[config.mk]
export PLATFORM = sky130hd
export DESIGN_NAME = bec_la_ctrl_gen
export DESIGN_NICKNAME = d
export VERILOG_FILES = /design/src/rtl/bec_la_ctrl_gen.sv
export SDC_FILE = /design/constraint.sdc
export NUM_CORES = 2
export LEC_CHECK = 0
export CORE_AREA = 2 2 665 667
export CTS_CLUSTER_DIAMETER = 30
export DETAILED_ROUTE_END_ITERATION = 10
export DIE_AREA = 0 0 667 669
export GPL_TIMING_DRIVEN = 0
export PLACE_DENSITY = 0.4
export SLEW_MARGIN = 20
export SYNTH_ARGS = -nofsm -noshare
export SYNTH_HDL_FRONTEND = slang
export SYNTH_SLANG_ARGS = --single-unit
[constraint.sdc]
create_clock -name clk -period 136.4 [get_ports clk]
set_clock_uncertainty 0.05 [all_clocks]
set_input_delay 27.28 -clock clk [delete_from_list [all_inputs] [get_ports clk]]
set_output_delay 27.28 -clock clk [all_outputs]
set_load 0.01 [all_outputs]
[src/rtl/bec_la_ctrl_gen.sv]
// Logic-analyser front end for the BEC scalar-multiplication core: operand load, launch, key serialisation, result readback.
// Define BEC_WATCHDOG_EN to add a PROC timeout watchdog (parameter WDOG).
module bec_la_ctrl_gen #(
    parameter int OPW   = 163,
    parameter int CHUNK = 64,
    parameter int NOPS  = 7,
    parameter int NRES  = 2
`ifdef BEC_WATCHDOG_EN
    ,
    parameter int WDOG  = 1 << 20
`endif
) (
    input  logic                clk,
    input  logic                rst,
    input  logic [127:0]        la_data_in,
    output logic [127:0]        la_data_out,
    input  logic                slv_done,
    input  logic                next_key,
    output logic                proc_start,
    output logic                master_ena_proc,
    output logic                ki,
    output logic [NOPS*OPW-1:0] op_bus,
    input  logic [NRES*OPW-1:0] res_bus
);
    localparam int NCH  = (OPW + CHUNK - 1) / CHUNK;
    localparam int NSL  = NOPS * NCH;
    localparam int EXTW = NCH * CHUNK;

    localparam logic [7:0] CMD_ENTER   = 8'h30;
    localparam logic [7:0] CMD_WRITE   = 8'h31;
    localparam logic [7:0] CMD_START   = 8'h41;
    localparam logic [7:0] CMD_READ    = 8'h50;
    localparam logic [7:0] CMD_RELEASE = 8'h5F;
    localparam logic [7:0] CMD_ABORT   = 8'h7F;

    typedef enum logic [1:0] {
        S_IDLE  = 2'b00,
        S_WRITE = 2'b01,
        S_PROC  = 2'b11,
        S_READ  = 2'b10
    } state_t;

    state_t           state_q;
    logic             err_q, last_tgl_q, ack_q, proc_start_q, ena_q;
    logic [NSL-1:0]   mask_q;
    logic [CHUNK-1:0] rdata_q;
    logic [OPW-1:0]   key_q;
    logic [OPW-1:0]   ops_q [NOPS];
    logic [OPW-1:0]   res_q [NRES];
`ifdef BEC_WATCHDOG_EN
    logic [31:0]      wdog_q;
`endif

    logic [7:0] cmd, idx, slice;
    logic       tgl, tgl_new, wr_ok, rd_ok;
    assign cmd     = la_data_in[127:120];
    assign idx     = la_data_in[119:112];
    assign slice   = la_data_in[111:104];
    assign tgl     = la_data_in[103];
    // A command is new only when its toggle differs from the last accepted one.
    assign tgl_new = (tgl != last_tgl_q);
    assign wr_ok   = (32'(idx) < NOPS) && (32'(slice) < NCH);
    assign rd_ok   = (32'(idx) < NRES) && (32'(slice) < NCH);

    logic [EXTW-1:0]  wr_ext, rd_ext;
    logic [CHUNK-1:0] rd_slice;
    logic [31:0]      pop;
    logic [7:0]       wcnt;

    always_comb begin
        wr_ext   = '0;
        rd_ext   = '0;
        rd_slice = '0;
        for (int i = 0; i < NOPS; i++)
            if (idx == i[7:0]) wr_ext[OPW-1:0] = ops_q[i];
        for (int i = 0; i < NRES; i++)
            if (idx == i[7:0]) rd_ext[OPW-1:0] = res_q[i];
        // Bits of the top slice beyond OPW-1 fall off when wr_ext is truncated.
        for (int k = 0; k < NCH; k++) begin
            if (slice == k[7:0]) begin
                wr_ext[k*CHUNK +: CHUNK] = la_data_in[CHUNK-1:0];
                rd_slice = rd_ext[k*CHUNK +: CHUNK];
            end
        end
        pop = '0;
        for (int s = 0; s < NSL; s++) pop = pop + 32'(mask_q[s]);
        wcnt = (pop > 32'd255) ? 8'hFF : pop[7:0];
    end

    always_ff @(posedge clk or posedge rst) begin
        if (rst) begin
            state_q      <= S_IDLE;
            err_q        <= 1'b0;
            last_tgl_q   <= 1'b0;
            ack_q        <= 1'b0;
            proc_start_q <= 1'b0;
            ena_q        <= 1'b0;
            mask_q       <= '0;
            rdata_q      <= '0;
            key_q        <= '0;
            for (int i = 0; i < NOPS; i++) ops_q[i] <= '0;
            for (int i = 0; i < NRES; i++) res_q[i] <= '0;
`ifdef BEC_WATCHDOG_EN
            wdog_q       <= '0;
`endif
        end else begin
            proc_start_q <= 1'b0;
            if (tgl_new) begin
                last_tgl_q <= tgl;
                ack_q      <= tgl;
            end
            if (state_q == S_PROC && next_key) key_q <= {1'b0, key_q[OPW-1:1]};

            if (tgl_new && cmd == CMD_ABORT) begin
                state_q      <= S_IDLE;
                ena_q        <= 1'b0;
                proc_start_q <= 1'b0;
            end else if (state_q == S_PROC) begin
                if (tgl_new) err_q <= 1'b1;
                if (slv_done) begin
                    for (int i = 0; i < NRES; i++) res_q[i] <= res_bus[i*OPW +: OPW];
                    state_q <= S_READ;
                    ena_q   <= 1'b0;
                end
`ifdef BEC_WATCHDOG_EN
                else if (wdog_q == 32'(WDOG - 1)) begin
                    state_q <= S_IDLE;
                    ena_q   <= 1'b0;
                    err_q   <= 1'b1;
                end
                wdog_q <= wdog_q + 32'd1;
`endif
            end else if (tgl_new) begin
                case (cmd)
                    CMD_ENTER: begin
                        if (state_q == S_IDLE) begin
                            state_q <= S_WRITE;
                            mask_q  <= '0;
                            err_q   <= 1'b0;
                        end else err_q <= 1'b1;
                    end
                    CMD_WRITE: begin
                        if (state_q == S_WRITE && wr_ok) begin
                            for (int i = 0; i < NOPS; i++) begin
                                if (idx == i[7:0]) ops_q[i] <= wr_ext[OPW-1:0];
                                for (int k = 0; k < NCH; k++)
                                    if (idx == i[7:0] && slice == k[7:0]) mask_q[i*NCH+k] <= 1'b1;
                            end
                        end else err_q <= 1'b1;
                    end
                    CMD_START: begin
                        if (state_q == S_WRITE && (&mask_q)) begin
                            state_q      <= S_PROC;
                            key_q        <= ops_q[NOPS-1];
                            proc_start_q <= 1'b1;
                            ena_q        <= 1'b1;
`ifdef BEC_WATCHDOG_EN
                            wdog_q       <= '0;
`endif
                        end else err_q <= 1'b1;
                    end
                    CMD_READ: begin
                        if (state_q == S_READ) begin
                            rdata_q <= rd_ok ? rd_slice : '0;
                            if (!rd_ok) err_q <= 1'b1;
                        end else err_q <= 1'b1;
                    end
                    CMD_RELEASE: begin
                        if (state_q == S_READ) state_q <= S_IDLE;
                        else err_q <= 1'b1;
                    end
                    default: err_q <= 1'b1;
                endcase
            end
        end
    end

    always_comb begin
        la_data_out            = '0;
        la_data_out[127:126]   = state_q;
        la_data_out[125]       = err_q;
        la_data_out[124]       = ack_q;
        la_data_out[123:116]   = wcnt;
        la_data_out[CHUNK-1:0] = rdata_q;
    end

    for (genvar g = 0; g < NOPS; g++) begin : g_op
        assign op_bus[g*OPW +: OPW] = ops_q[g];
    end

    assign proc_start      = proc_start_q;
    assign master_ena_proc = ena_q;
    assign ki              = key_q[0];

    logic unused_bits;
    assign unused_bits = ^{la_data_in[102:CHUNK], wr_ext};
endmodule
==> impl_metrics.toml <==
[sta]
fmax_mhz = 30.0
min_period_ns = 33.30
finalSetupViolCount = 0
fin_crit_sh_pct = 24.4
tightest_slew_ns = 1.25
hold_violations = 0
setup-tns-final_ns = 0
relSlewSlack_pct = 16.2
rsz0062_at_grt = "no"
setup_ws_ns = 103.10
finalMaxSlewViolations = 0

[worst_setup_path]
max_stage_delay_ns = 0.86
worstPathArrival_ns = 5.97
cp_data_required_time_ns = 109.07
critPathLaunchType = "flop"
r2r_cells = 10
critPathKind = "flop to output port"
slowest_stage = "clkdlybuf4s50_1"
crit_path_frequent_cell = "fa_1"
worst-r2r-setup-slack_ns = 130.73
cp_cell_sequence = "inv_1 -> fa_1 -> fa_1 -> fa_1 -> fa_1 -> fa_1 -> inv_1 -> fa_1 -> fa_1 -> xor2_1 -> clkdlybuf4s50_1"
critPathCaptureType = "output port"
cp_max_fo = 3

[synth]
synth_fa_ha_area_share_pct = 0.471
netlist_top_cells_area = "dfrtp_1 52%, mux2_2 8.2%, o21ai_0 7.3%"
synth_compound_area_share_pct = 21.9
synth_edf_count = 0
ys_async_sr_fraction_pct = 100
yosysWarnings = 0
synth_cell_type_count = 76
syn_area_mm2 = 0.0823
post_synth.cell_area_avg_um2 = 10.1
synth_seq_cells = 1721
synthCells = 8166
synth_simple_gate_area_share_pct = 9.74
yosys.area.top_type = "dfrtp_1"
synth_xor_area_share_pct = 0.0426
synth_top_family_by_area = "compound AO/OA/AOI/OAI gates"
synth_ff_type = "dfrtp_1"
synthMuxAreaShare_pct = 10.9
yosysTopAreaCellShare_pct = 52.3
yosysSeqAreaShare_pct = 52.3

[cts]
clk_latency_ns = 1.06
htree_levels = 6
numCtsBuffers = 555
clock-sinks = 1721
cts_buffer_depth = 4
cts_tree = "built"
cts-resized-gates = 0
postCtsSetupRepairBufs = 0
root_buffer = "clkbuf_16"
hold_buffers = 0
clk_pin_slew_worst_paths_ns = 0.04

[global_route]
grt-ovfl-total = 0
grt_pass1_wl_mm = 889
grt_pass1_vias = 84608
track_usage_pct = 30.3
antenna_found_initial = 177
grt_max_degree = 100

[finish]
final_util_pct = 29.2
layout.cells.non_filler = 16820
layout_commonest_cell = "dfrtp_1"
drive_gt1_share_pct = 18.1
final_cell_mix = "1721 x dfrtp_1, 1593 x clkdlybuf4s50_1, 1242 x nand2_1, 1201 x o21ai_0, 599 x mux2_2"
layout.area.seq_mm2 = 0.0431
filler_cell_count = 45795
multi_input_area_mm2 = 0.0357
syn_to_final_growth_pct = 56.2
fin_nets = 10992

[power]
p_sw_w = 0.000471
p_int_w = 0.00146
power.share.clock_pct = 69.3
ir_drop_mv = 0.0122
swShare_pct = 24.4
p_leak_nw = 55.3
combPwrFrac_pct = 4.1
seqPwrFrac_pct = 26.5
power.density_mw_per_mm2 = 15.0

[drt]
drtAntennaViolNets = 0
routed_wirelength_mm = 703
vias = 86044
wire_per_inst_um = 41.8
drt_iter0_drc = 9547
via_per_inst = 5.12
drc = 0
dr.pass1.iters = 9

[placement]
dp_worst_setup_slack_ns = 102.70
dp.cells = 15736
gp_congestion = 0.940
dp_hpwl_mm = 570
port_buffers = 1622

[worst_hold_path]
hold_depth = 1
hold_path_class = "flop to flop"

[outcome]
status = "completed"

[die]
io_pins = 1730
core_mm2 = 0.440
die_area_mm2 = 0.446
start_util_pct = 18.7
fp.dieW_um = 667
die_h_um = 669
row_count = 244

[job]
cap_violations = 0
-- sequential cells by signal (all words and copies together) (netlist names) --
signal / count
op_bus: 1141
res_q: 326
key_q: 163
rdata_q: 64
mask_q: 21
state_q: 2
ack_q: 1
err_q: 1
master_ena_proc: 1
proc_start: 1
-- cell families (layout without fill, tap and decap cells) --
logic type | Yosys count | in the layout
adder cells (fa/ha/maj) | 22 | 22
other | 1 | 138
flip-flops | 1721 | 1721
buffers and inverters | 913 | 3649
XOR/XNOR | 4 | 4
multiplexers | 820 | 820
AND/OR/NAND/NOR | 1878 | 1878
AO/OA/AOI/OAI | 2807 | 2807
-- layout make-up --
cell class	count	area share, %
repair buffers	1735	14.5
multi-input cells	5586	27.8
clock buffers	769	12.4
diodes	83	0.162
clock inverters	232	2.94
inverters	132	0.391
flip-flops and latches	1721	33.5
well taps	5781	5.63
plain buffers	781	2.70
-- final timing paths --
check,from,end
min in group asynchronous,rst,res_q[84]
setup reg to reg,state_q[0],op_bus[905]
hold / removal,rdata_q[12],rdata_q[12]
hold reg to reg,rdata_q[12],rdata_q[12]
setup / recovery,mask_q[13],la_data_out[118]
max in group asynchronous,rst,key_q[89]
-- metal layers --
layer / wire length, um / vias up / part of all wire [%] / track usage [%]
met5: 163 / - / 0.023 / 0
met3: 66700 / 1303 / 9.5 / 9.76
met2: 305000 / 5442 / 43 / 46.2
met1: 279000 / 44659 / 40 / 37.0
li1: - / 34612 / - / -
met4: 51600 / 28 / 7.3 / 18.5
-- synth_stat cells, drive strengths merged (9+ instances only) --
master and instances:
nand2 1248, nor3 92, o22a 44, o31a 69
a32oi 23, buf 202, a22oi 134, a211oi 16
o22ai 108, clkbuf 579, nor2b 102, a21o 80
nand2b 128, a21oi 306, o21a 69, o211ai 25
a221o 83, o32a 25, dfrtp 1721, mux2i 216
o2bb2ai 41, a31oi 152, mux2 604, o21ai 1215
a2bb2oi 16, inv 131, o31ai 42, nor2 233
nor4 16, o2111ai 43, nand3 17, o221ai 131
a222oi 53, a22o 70, o211a 29, fa 15
or3 9
-- worst max-delay path, delay by kind of cell, from the launching register on --
family / cells / cell delay [ns]
flip-flops: 1 / 0.43
adder cells (fa/ha/maj): 7 / 3.32
XOR/XNOR: 1 / 0.15
buffers and inverters: 3 / 1.00
-- through the flow --
step,hold WS [ns],total power (W),cell area [um^2]
after floorplan,0.409,0.000548,82500
after global placement,0.412,0.000596,106000
after detailed placement,0.417,0.000600,109000
after CTS,0.425,0.00194,128000
after global routing,0.430,0.00198,128000
final,0.422,0.00193,129000
-- power by group through the flow --
stage	clock [W]	combinational, W	sequential, W
detailed placement	0	0.0000795	0.000520
global placement	0	0.0000738	0.000523
finish	0.00134	0.0000798	0.000513
CTS	0.00135	0.0000798	0.000513
floorplan	0	0.0000264	0.000522
global route	0.00138	0.0000828	0.000513
(Power assumes the default switching activity.)
